$ cat src/rtl/tft_pkg.sv
// rtl/tft_pkg.sv - shared TFT panel types and constants
package tft_pkg;

    typedef enum logic [1:0] {
        ST_IDLE   = 2'd0,
        ST_SHIFT  = 2'd1,
        ST_LINGER = 2'd2
    } tft_state_t;

    localparam logic DC_COMMAND = 1'b0;
    localparam logic DC_DATA    = 1'b1;

    localparam int SCENE_WIDTH  = 320;
    localparam int SCENE_HEIGHT = 480;

endpackage

$ cat src/rtl/spi_clk_div.sv
// rtl/spi_clk_div.sv - SCK half-period tick generator with rise/fall strobes
module spi_clk_div #(
    parameter int CLK_DIV = 2
) (
    input  logic clk,
    input  logic rst_n,
    input  logic en,
    input  logic clr,
    output logic rise,
    output logic fall
);

    localparam logic [7:0] DIV_LAST = 8'(CLK_DIV - 1);

    logic [7:0] cnt;
    logic       phase;
    logic       tick;

    assign tick = en && (cnt == DIV_LAST);
    assign rise = tick && !phase;
    assign fall = tick && phase;

    always_ff @(posedge clk or negedge rst_n) begin
        if (!rst_n) begin
            cnt   <= 8'd0;
            phase <= 1'b0;
        end else if (clr) begin
            cnt   <= 8'd0;
            phase <= 1'b0;
        end else if (en) begin
            if (tick) begin
                cnt   <= 8'd0;
                phase <= ~phase;
            end else begin
                cnt <= cnt + 8'd1;
            end
        end
    end

endmodule

$ cat src/rtl/tft_spi_tx.sv
// rtl/tft_spi_tx.sv - byte-wide TFT command/data transmitter onto 4-wire SPI (mode 0, MSB first)
module tft_spi_tx
    import tft_pkg::*;
#(
    parameter int CLK_DIV   = 2,
    parameter int CS_LINGER = 32
) (
    input  logic       clk,
    input  logic       rst_n,
    input  logic [7:0] tft_data,
    input  logic       tft_dc,
    input  logic       tft_transmit,
    output logic       busy,
    output logic       overrun,
    output logic       spi_sck,
    output logic       spi_mosi,
    output logic       spi_cs_n,
    output logic       spi_dc
);

    localparam logic [9:0] LINGER_LAST = (CS_LINGER == 0) ? 10'd0 : 10'(CS_LINGER - 1);

    tft_state_t state;
    logic [7:0] shreg;
    logic [2:0] bit_cnt;
    logic [9:0] lin_cnt;
    logic       accept;
    logic       sck_rise;
    logic       sck_fall;

    assign accept   = tft_transmit && !busy;
    assign spi_mosi = shreg[7];

    spi_clk_div #(
        .CLK_DIV(CLK_DIV)
    ) u_div (
        .clk  (clk),
        .rst_n(rst_n),
        .en   (state == ST_SHIFT),
        .clr  (accept),
        .rise (sck_rise),
        .fall (sck_fall)
    );

    always_ff @(posedge clk or negedge rst_n) begin
        if (!rst_n) begin
            state    <= ST_IDLE;
            busy     <= 1'b0;
            overrun  <= 1'b0;
            spi_sck  <= 1'b0;
            spi_cs_n <= 1'b1;
            spi_dc   <= 1'b0;
            shreg    <= 8'd0;
            bit_cnt  <= 3'd0;
            lin_cnt  <= 10'd0;
        end else begin
            if (tft_transmit && busy) begin
                overrun <= 1'b1;
            end
            case (state)
                ST_IDLE, ST_LINGER: begin
                    if (accept) begin
                        state    <= ST_SHIFT;
                        busy     <= 1'b1;
                        spi_cs_n <= 1'b0;
                        spi_dc   <= tft_dc;
                        shreg    <= tft_data;
                        spi_sck  <= 1'b0;
                        bit_cnt  <= 3'd0;
                        lin_cnt  <= 10'd0;
                    end else if (state == ST_LINGER) begin
                        // an accept in the timeout cycle takes the branch above, keeping CS low
                        if (lin_cnt == LINGER_LAST) begin
                            state    <= ST_IDLE;
                            spi_cs_n <= 1'b1;
                            lin_cnt  <= 10'd0;
                        end else begin
                            lin_cnt <= lin_cnt + 10'd1;
                        end
                    end
                end
                ST_SHIFT: begin
                    if (sck_rise) begin
                        spi_sck <= 1'b1;
                    end else if (sck_fall) begin
                        spi_sck <= 1'b0;
                        if (bit_cnt == 3'd7) begin
                            // last bit leaves MOSI untouched so it holds until the next load
                            busy    <= 1'b0;
                            lin_cnt <= 10'd0;
                            if (CS_LINGER == 0) begin
                                state    <= ST_IDLE;
                                spi_cs_n <= 1'b1;
                            end else begin
                                state <= ST_LINGER;
                            end
                        end else begin
                            bit_cnt <= bit_cnt + 3'd1;
                            shreg   <= {shreg[6:0], 1'b0};
                        end
                    end
                end
                default: state <= ST_IDLE;
            endcase
        end
    end

endmodule

$ cat config.mk
export PLATFORM = sky130hd
export DESIGN_NAME = tft_spi_tx
export DESIGN_NICKNAME = d
export VERILOG_FILES = /design/src/rtl/tft_pkg.sv /design/src/rtl/spi_clk_div.sv /design/src/rtl/tft_spi_tx.sv
export SDC_FILE = /design/constraint.sdc
export NUM_CORES = 1
export LEC_CHECK = 0
export ABC_AREA = 1
export CORE_MARGIN = 8
export CORE_UTILIZATION = 50
export CTS_CLUSTER_SIZE = 25
export DETAILED_ROUTE_END_ITERATION = 7
export GPL_TIMING_DRIVEN = 0
export MAX_ROUTING_LAYER = met4
export PLACE_DENSITY = 0.72
export REMOVE_ABC_BUFFERS = 1
export SETUP_SLACK_MARGIN = 0.15
export SYNTH_ARGS = -nofsm -noshare
export SYNTH_HDL_FRONTEND = slang
export SYNTH_SLANG_ARGS = --single-unit
$ cat constraint.sdc
create_clock -name clk -period 2 [get_ports clk]
set_clock_uncertainty 0.1 [all_clocks]
set_input_delay 0.3 -clock clk [delete_from_list [all_inputs] [get_ports clk]]
set_output_delay 0.3 -clock clk [all_outputs]
set_load 0.02 [all_outputs]
# [After elaboration in Yosys (flattened, before gate mapping)]
# Index checks and enable logic that the tools add are counted.
[word_totals] output_inout_bits=6 register_bits=37 input_bits=12 word_cells=92
[op_classes] eq_ne=13 n_addsub=3 bitwise=1 reduce_logical=22 muxes=42
[ops] operator="10-bit 2-to-1 mux" count=6
[ops] operator="8-bit 2-to-1 mux" count=7
[ops] operator="10-bit case mux with 2 select lines" count=1
[ops] operator="5-bit AND reduction" count=4
[ops] operator="8-bit case mux with 2 select lines" count=1
[ops] operator="1-bit 2-to-1 mux" count=13
[ops] operator="2-bit 2-to-1 mux" count=6
[ops] operator="3-bit 2-to-1 mux" count=4
[ops] operator="10-bit by 1-bit adder with 10-bit output, second input constant" count=1
[ops] operator="10-bit by 5-bit == test with 1-bit output, second input constant" count=1
[ops] operator="2-bit != test, second input constant" count=5
[ops] operator="2-bit nonzero test" count=5
[ops] operator="3-bit != test, second input constant" count=3
[ops] operator="8-bit by 1-bit adder with 8-bit output, second input constant" count=1
[ops] operator="8-bit by 1-bit == test with 1-bit output, second input constant" count=1
[ops] operator="3-bit case mux with 2 select lines" count=1
[ops] operator="3-bit AND reduction" count=2
[ops] operator="1-bit logical AND" count=5
[ops] operator="1-bit case mux with 2 select lines" count=2
[ops] operator="2-bit case mux with 2 select lines" count=1
[ops] operator="2-bit AND reduction" count=2
[ops] operator="3-bit by 1-bit adder with 3-bit output, second input constant" count=1
[ops] operator="3-bit == test, second input constant" count=1
[ops] operator="2-bit by 1-bit == test with 1-bit output, second input constant" count=1
[ops] operator="5 further kinds" count=6

# [Depth between registers and ports, before layout]
[logic_depth] word_depth=6 ltp_mapped=10 ltp_nobuf=10

# [Modules after synthesis]
# A second synthesis with hierarchy kept.
[hier_totals] hier_cells=296 hier_area_um2=2195.9
[by_module_without_submodules] module="tft_spi_tx" cells_per_inst=210 instances=1 area_per_inst_um2=1605.3 seq_area_each_um2=701.9
[by_module_without_submodules] module="spi_clk_div" cells_per_inst=86 instances=1 area_per_inst_um2=590.6 seq_area_each_um2=225.2

# [Worst setup path after synthesis]
# Ideal clock, no wire load.
[synth_path] path_kind="reg-to-reg" startpoint="register busy" endpoint="register shreg[7]" required_time_ns=1.783 path_slack_ns=0.449 synth_period_minus_slack_ns=1.551 t_arrival_ns=1.334 path_buffers=1 setup_ns=0.117 path_stages_with_launch=10 cell_sequence="dfrtp_1 inv_1 nand2_2 nor2_4 inv_1 nand2_2 nand3_2 buf_6 nand2_1 nand2_1"
[synth_between] elab_chain_len=4
[synth_lines] item="start: declaration" line_no="tft_spi_tx.sv:13" source="output logic busy,"
[synth_lines] item="start signal: assignment" line_no="tft_spi_tx.sv:48" source="busy <= 1'b0;"
[synth_lines] item="start signal: assignment" line_no="tft_spi_tx.sv:64" source="busy <= 1'b1;"
[synth_lines] item="start signal: assignment" line_no="tft_spi_tx.sv:89" source="busy <= 1'b0;"
[synth_lines] item="1-bit zero test" line_no="tft_spi_tx.sv:31" source="assign accept = tft_transmit && !busy;"
[synth_lines] item="1-bit logical AND" line_no="tft_spi_tx.sv:31"
[synth_lines] item="2-bit != test (no source line)"
[synth_lines] item="5-bit AND reduction (no source line)"
[synth_lines] item="end signal: assignment" line_no="tft_spi_tx.sv:67" source="shreg <= tft_data;"
[synth_lines] item="end signal: assignment" line_no="tft_spi_tx.sv:99" source="shreg <= {shreg[6:0], 1'b0};"
[synth_lines] item="end: declaration" line_no="tft_spi_tx.sv:24" source="logic [7:0] shreg;"
# No other way between the ends.
# A chain may end at the register's enable or synchronous reset.

# [Worst setup path in the final report]
[layout_path] startpoint="input tft_transmit" endpoint="register bit_cnt[2]"
[layout_between] elab_chain_len=3
[layout_lines] item="start: declaration" line_no="tft_spi_tx.sv:12" source="input logic tft_transmit,"
[layout_lines] item="1-bit logical AND" line_no="tft_spi_tx.sv:31"
[layout_lines] item="2-bit != test (no source line)"
[layout_lines] item="5-bit AND reduction (no source line)"
[layout_lines] item="end signal: assignment" line_no="tft_spi_tx.sv:98" source="bit_cnt <= bit_cnt + 3'd1;"
[layout_lines] item="end: declaration" line_no="tft_spi_tx.sv:25" source="logic [2:0] bit_cnt;"
# No other way between the ends.

==> results by group <==
Clock tree
  – Num CTS Buffers: 5
  – Clock sinks: 37
  – Clk slew on worst S/H paths: approximately 0.070 ns
  – Root buf cell: clkbuf_8
  – Clk_lat worst skew: 0.29 ns
  – CTS H-tree depth: 2
  – CTS tree: done
  – Max Root-Sink Buffers: 2

Routing
  – ANT nets after route: 0
  – Initial DRC Count: 130
  – DRC viols: 0
  – WL final: 4220 um
  – WL/cell: between 10 and 15 um
  – Vias: 1815
  – Via density: around 5
  – First-pass iteration count of the detailed router: 4

Setup path
  – Critical Path RT: 2.08 ns
  – R2r startpoint: u_div.cnt[1]
  – Critical Path End: bit_cnt[2]
  – Reg2reg end: bit_cnt[2]
  – Setup CP Type: in2reg
  – WP data arrival: 1.78 ns
  – Worst r2r path cells: 9
  – CP max stage cell: clkdlybuf4s50_1
  – Crit-path cells: clkdlybuf4s50_1 > nand2_2 > nor2_4 > inv_1 > nand2_2 > nand3_4 > nand2_1 > nand2_1
  – Critical path depth in cells: 8
  – Critical path origin: tft_transmit
  – WP buf/inv: 2
  – Startpoint type of the worst setup path: input pin
  – Flop2flop setup slack: between 0.3 and 0.4 ns
  – Critical Path Max Stage Delay: roughly 0.5 ns
  – CP delay by family, top: simple AND/OR/NAND/NOR gates
  – Worst setup EP type: flip-flop
  – Crit path max fanout: 11

Power
  – Sequential share of power: a little under half
  – LEAKAGE: 1.26 nW
  – Int Pwr: 1.42 mW
  – Switching Fraction: approximately 34%
  – Switch Pwr: roughly 0.74 mW
  – PwrDens: ~900 mW/mm^2
  – Power share of the clock group: between 20 and 25%
  – Comb pwr share: roughly 30%
  – Max VDD drop: ~700 uV

Finish
  – Post-layout nets: 321
  – Final design utilization: about 60%
  – Non-Filler Instances: about 350
  – Post-route design area: 0.00243 mm^2
  – N_diodes: 0
  – Layout cell share with drive strength beyond 1: a little under 10%
  – Fillers: between 300 and 400
  – Seq. cell area: about 930 um^2
  – Area of the multi-input gates: ~0.0010 mm^2
  – Area grow syn2layout: 16.4%

Global route
  – Largest net degree at the start of global routing: 38
  – Vias in the first global route: roughly 1700
  – Antenna violations before repair: 0
  – GRT Residual Overflow: 0
  – GRT Util Overall: between 10% and 20%
  – First-pass GRT wire length: 7340 um

STA
  – Slew Viols, Final: 0
  – Minimum clock period: ~1.7 ns
  – F_max: ~0.59 GHz
  – Final Hold Vio Count: 0
  – Rel. slew slack: 45.2%
  – Final Cycle Share: a little under nine tenths
  – Worst slew pin tran: 0.821 ns
  – RSZ-0062 raised after global routing: false
  – Final Setup Violations: 0
  – Worst hold slack: roughly 0.0042 ns

Floorplanning
  – Core Area: about 0.0040 mm^2
  – Die Wd: between 80 and 90 um
  – Num rows: 23
  – Initial Util: between 50 and 60%
  – Die Ht: approximately 80 um
  – Die area: 0.00650 mm^2
  – # IOs: 18

Synth
  – Gate Count Post-Synth: approximately 280
  – Area leader, netlist: dfrtp_1
  – Distinct cells, synth: 28
  – Synth Cell Area: around 0.0021 mm^2
  – Synth top area cells: dfrtp_1 43%, nand2_1 20%, inv_1 5.8%
  – Top-area cell type share of the netlist area: roughly 43%
  – Yosys Warn Count: 0
  – Syn Area/Cell: 7.38 um^2
  – Seq/Total Area, Yosys: 44.4%
  – Synth Register Bits: 37

Run status
  – Status: finished, final reports clean

Place
  – Post-DP HPWL: 2980 um
  – Port-buffer cells: 17
  – Routability Congestion: ~0.85
  – DP Cell Count: 345
  – Placed cell area: roughly 0.0023 mm^2

Hold path
  – Worst Hold Class: in2async

Job
  – Max cap viols: 0
## cell type report
type	instances	share of cell area [%]
clock buffer	7	3.55
inverter	34	5.36
multi-input combinational	207	42.3
sequential	37	38.2
tap	50	2.57
timing repair buffer	19	8.03
## power groups by stage
| stage | Sequential (mW) | Clock, mW | Combinational, mW |
|---|---|---|---|
| CTS | 0.982 | 0.547 | 0.614 |
| finish | 0.984 | 0.529 | 0.646 |
| global placement | 0.992 | 0 | 0.587 |
| global route | 1.00 | 0.574 | 0.746 |
| detailed placement | 0.993 | 0 | 0.607 |
| floorplan | 1.01 | 0 | 0.376 |
## worst min-delay path by stage
stage | start | endpoint | slack (ns) | depth (start not counted)
final | rst_n | u_div.cnt[5] | 0.004 | 1
after global routing | rst_n | lin_cnt[7] | 0.08 | 1
after CTS | rst_n | lin_cnt[7] | 0.03 | 1
after detailed placement | rst_n | bit_cnt[0] | 0.35 | 1
after global placement | overrun | overrun | 0.34 | 1
after floorplan | rst_n | bit_cnt[0] | -0.1 | 0
## through the flow
| step | TNS (ns) | power, mW | setup slack [ns] |
|---|---|---|---|
| 6_report | 0 | 2.16 | 0.297 |
| 3_3_place_gp | -13.55 | 1.58 | -0.349 |
| 4_1_cts | 0 | 2.14 | 0.151 |
| 2_1_floorplan | 0 | 1.39 | 0.306 |
| 3_5_place_dp | -1.16 | 1.60 | -0.116 |
| 5_1_grt | 0 | 2.32 | 0.163 |
## layer usage
layer	up-vias	GRT usage, %	share of wire, %
li1	938	-	-
met1	837	18.5	49
met2	33	21.7	46
met3	7	3.35	3.4
met4	0	4.91	1.4
met5	-	-	0
## cells by family after synthesis
logic type	Yosys count	share of synthesized area [%]
xor+xnor	4	1.68
buf+inv	39	8.09
simple gates	183	38.8
fa+ha+maj	5	3.00
flops	37	44.4
compound gates	15	4.01
## flip-flops by register name, indices dropped and copies added (netlist names)
register / cells
lin_cnt: 10
shreg: 8
u_div.cnt: 8
bit_cnt: 3
state: 2
busy: 1
overrun: 1
spi_cs_n: 1
spi_dc: 1
spi_sck: 1
u_div.phase: 1
## synthesized netlist by cell type (all sizes together)
cell type and n:
clkbuf 1, nand4 16, nand2 116, inv 34
xor2 3, nand3 22, a21oi 4, dfstp 1
o21ai 9, or2 1, dfrtp 36, nor3 3
nor2 25, a21o 1, buf 4, o31ai 1
xnor2 1, ha 5
## worst register-to-register path, cell delays in order, from the launching register on
cell	delay [ns]
dfrtp_1	0.41
inv_1	0.07
ha_1	0.13
nand2_1	0.06
nor2_1	0.15
nand3_2	0.19
nand2_4	0.18
nand3_4	0.15
nand2_1	0.10
nand2_1	0.05
## cell usage in the layout (no fill, tap or decap), drive strengths merged
cell and instances:
nand2 116, dfrtp 36, inv 34, nor2 25, nand3 22, nand4 16
clkdlybuf4s50 15, o21ai 9, clkbuf 7, ha 5, a21oi 4, xor2 3
nor3 3, buf 3, a21o 1, o31ai 1, or2 1, xnor2 1
dlymetal6s2s 1, dfstp 1
## repair_timing
| item | 4_1_cts | 5_1_grt |
|---|---|---|
| endpoints found under the setup margin | 21 | 24 |
| setup buffers | 0 | 2 |
| hold buffers | 0 | 0 |
| resized for setup | 2 | 8 |
| pin swaps | 0 | 1 |
Power figures use the tool's default switching activity.
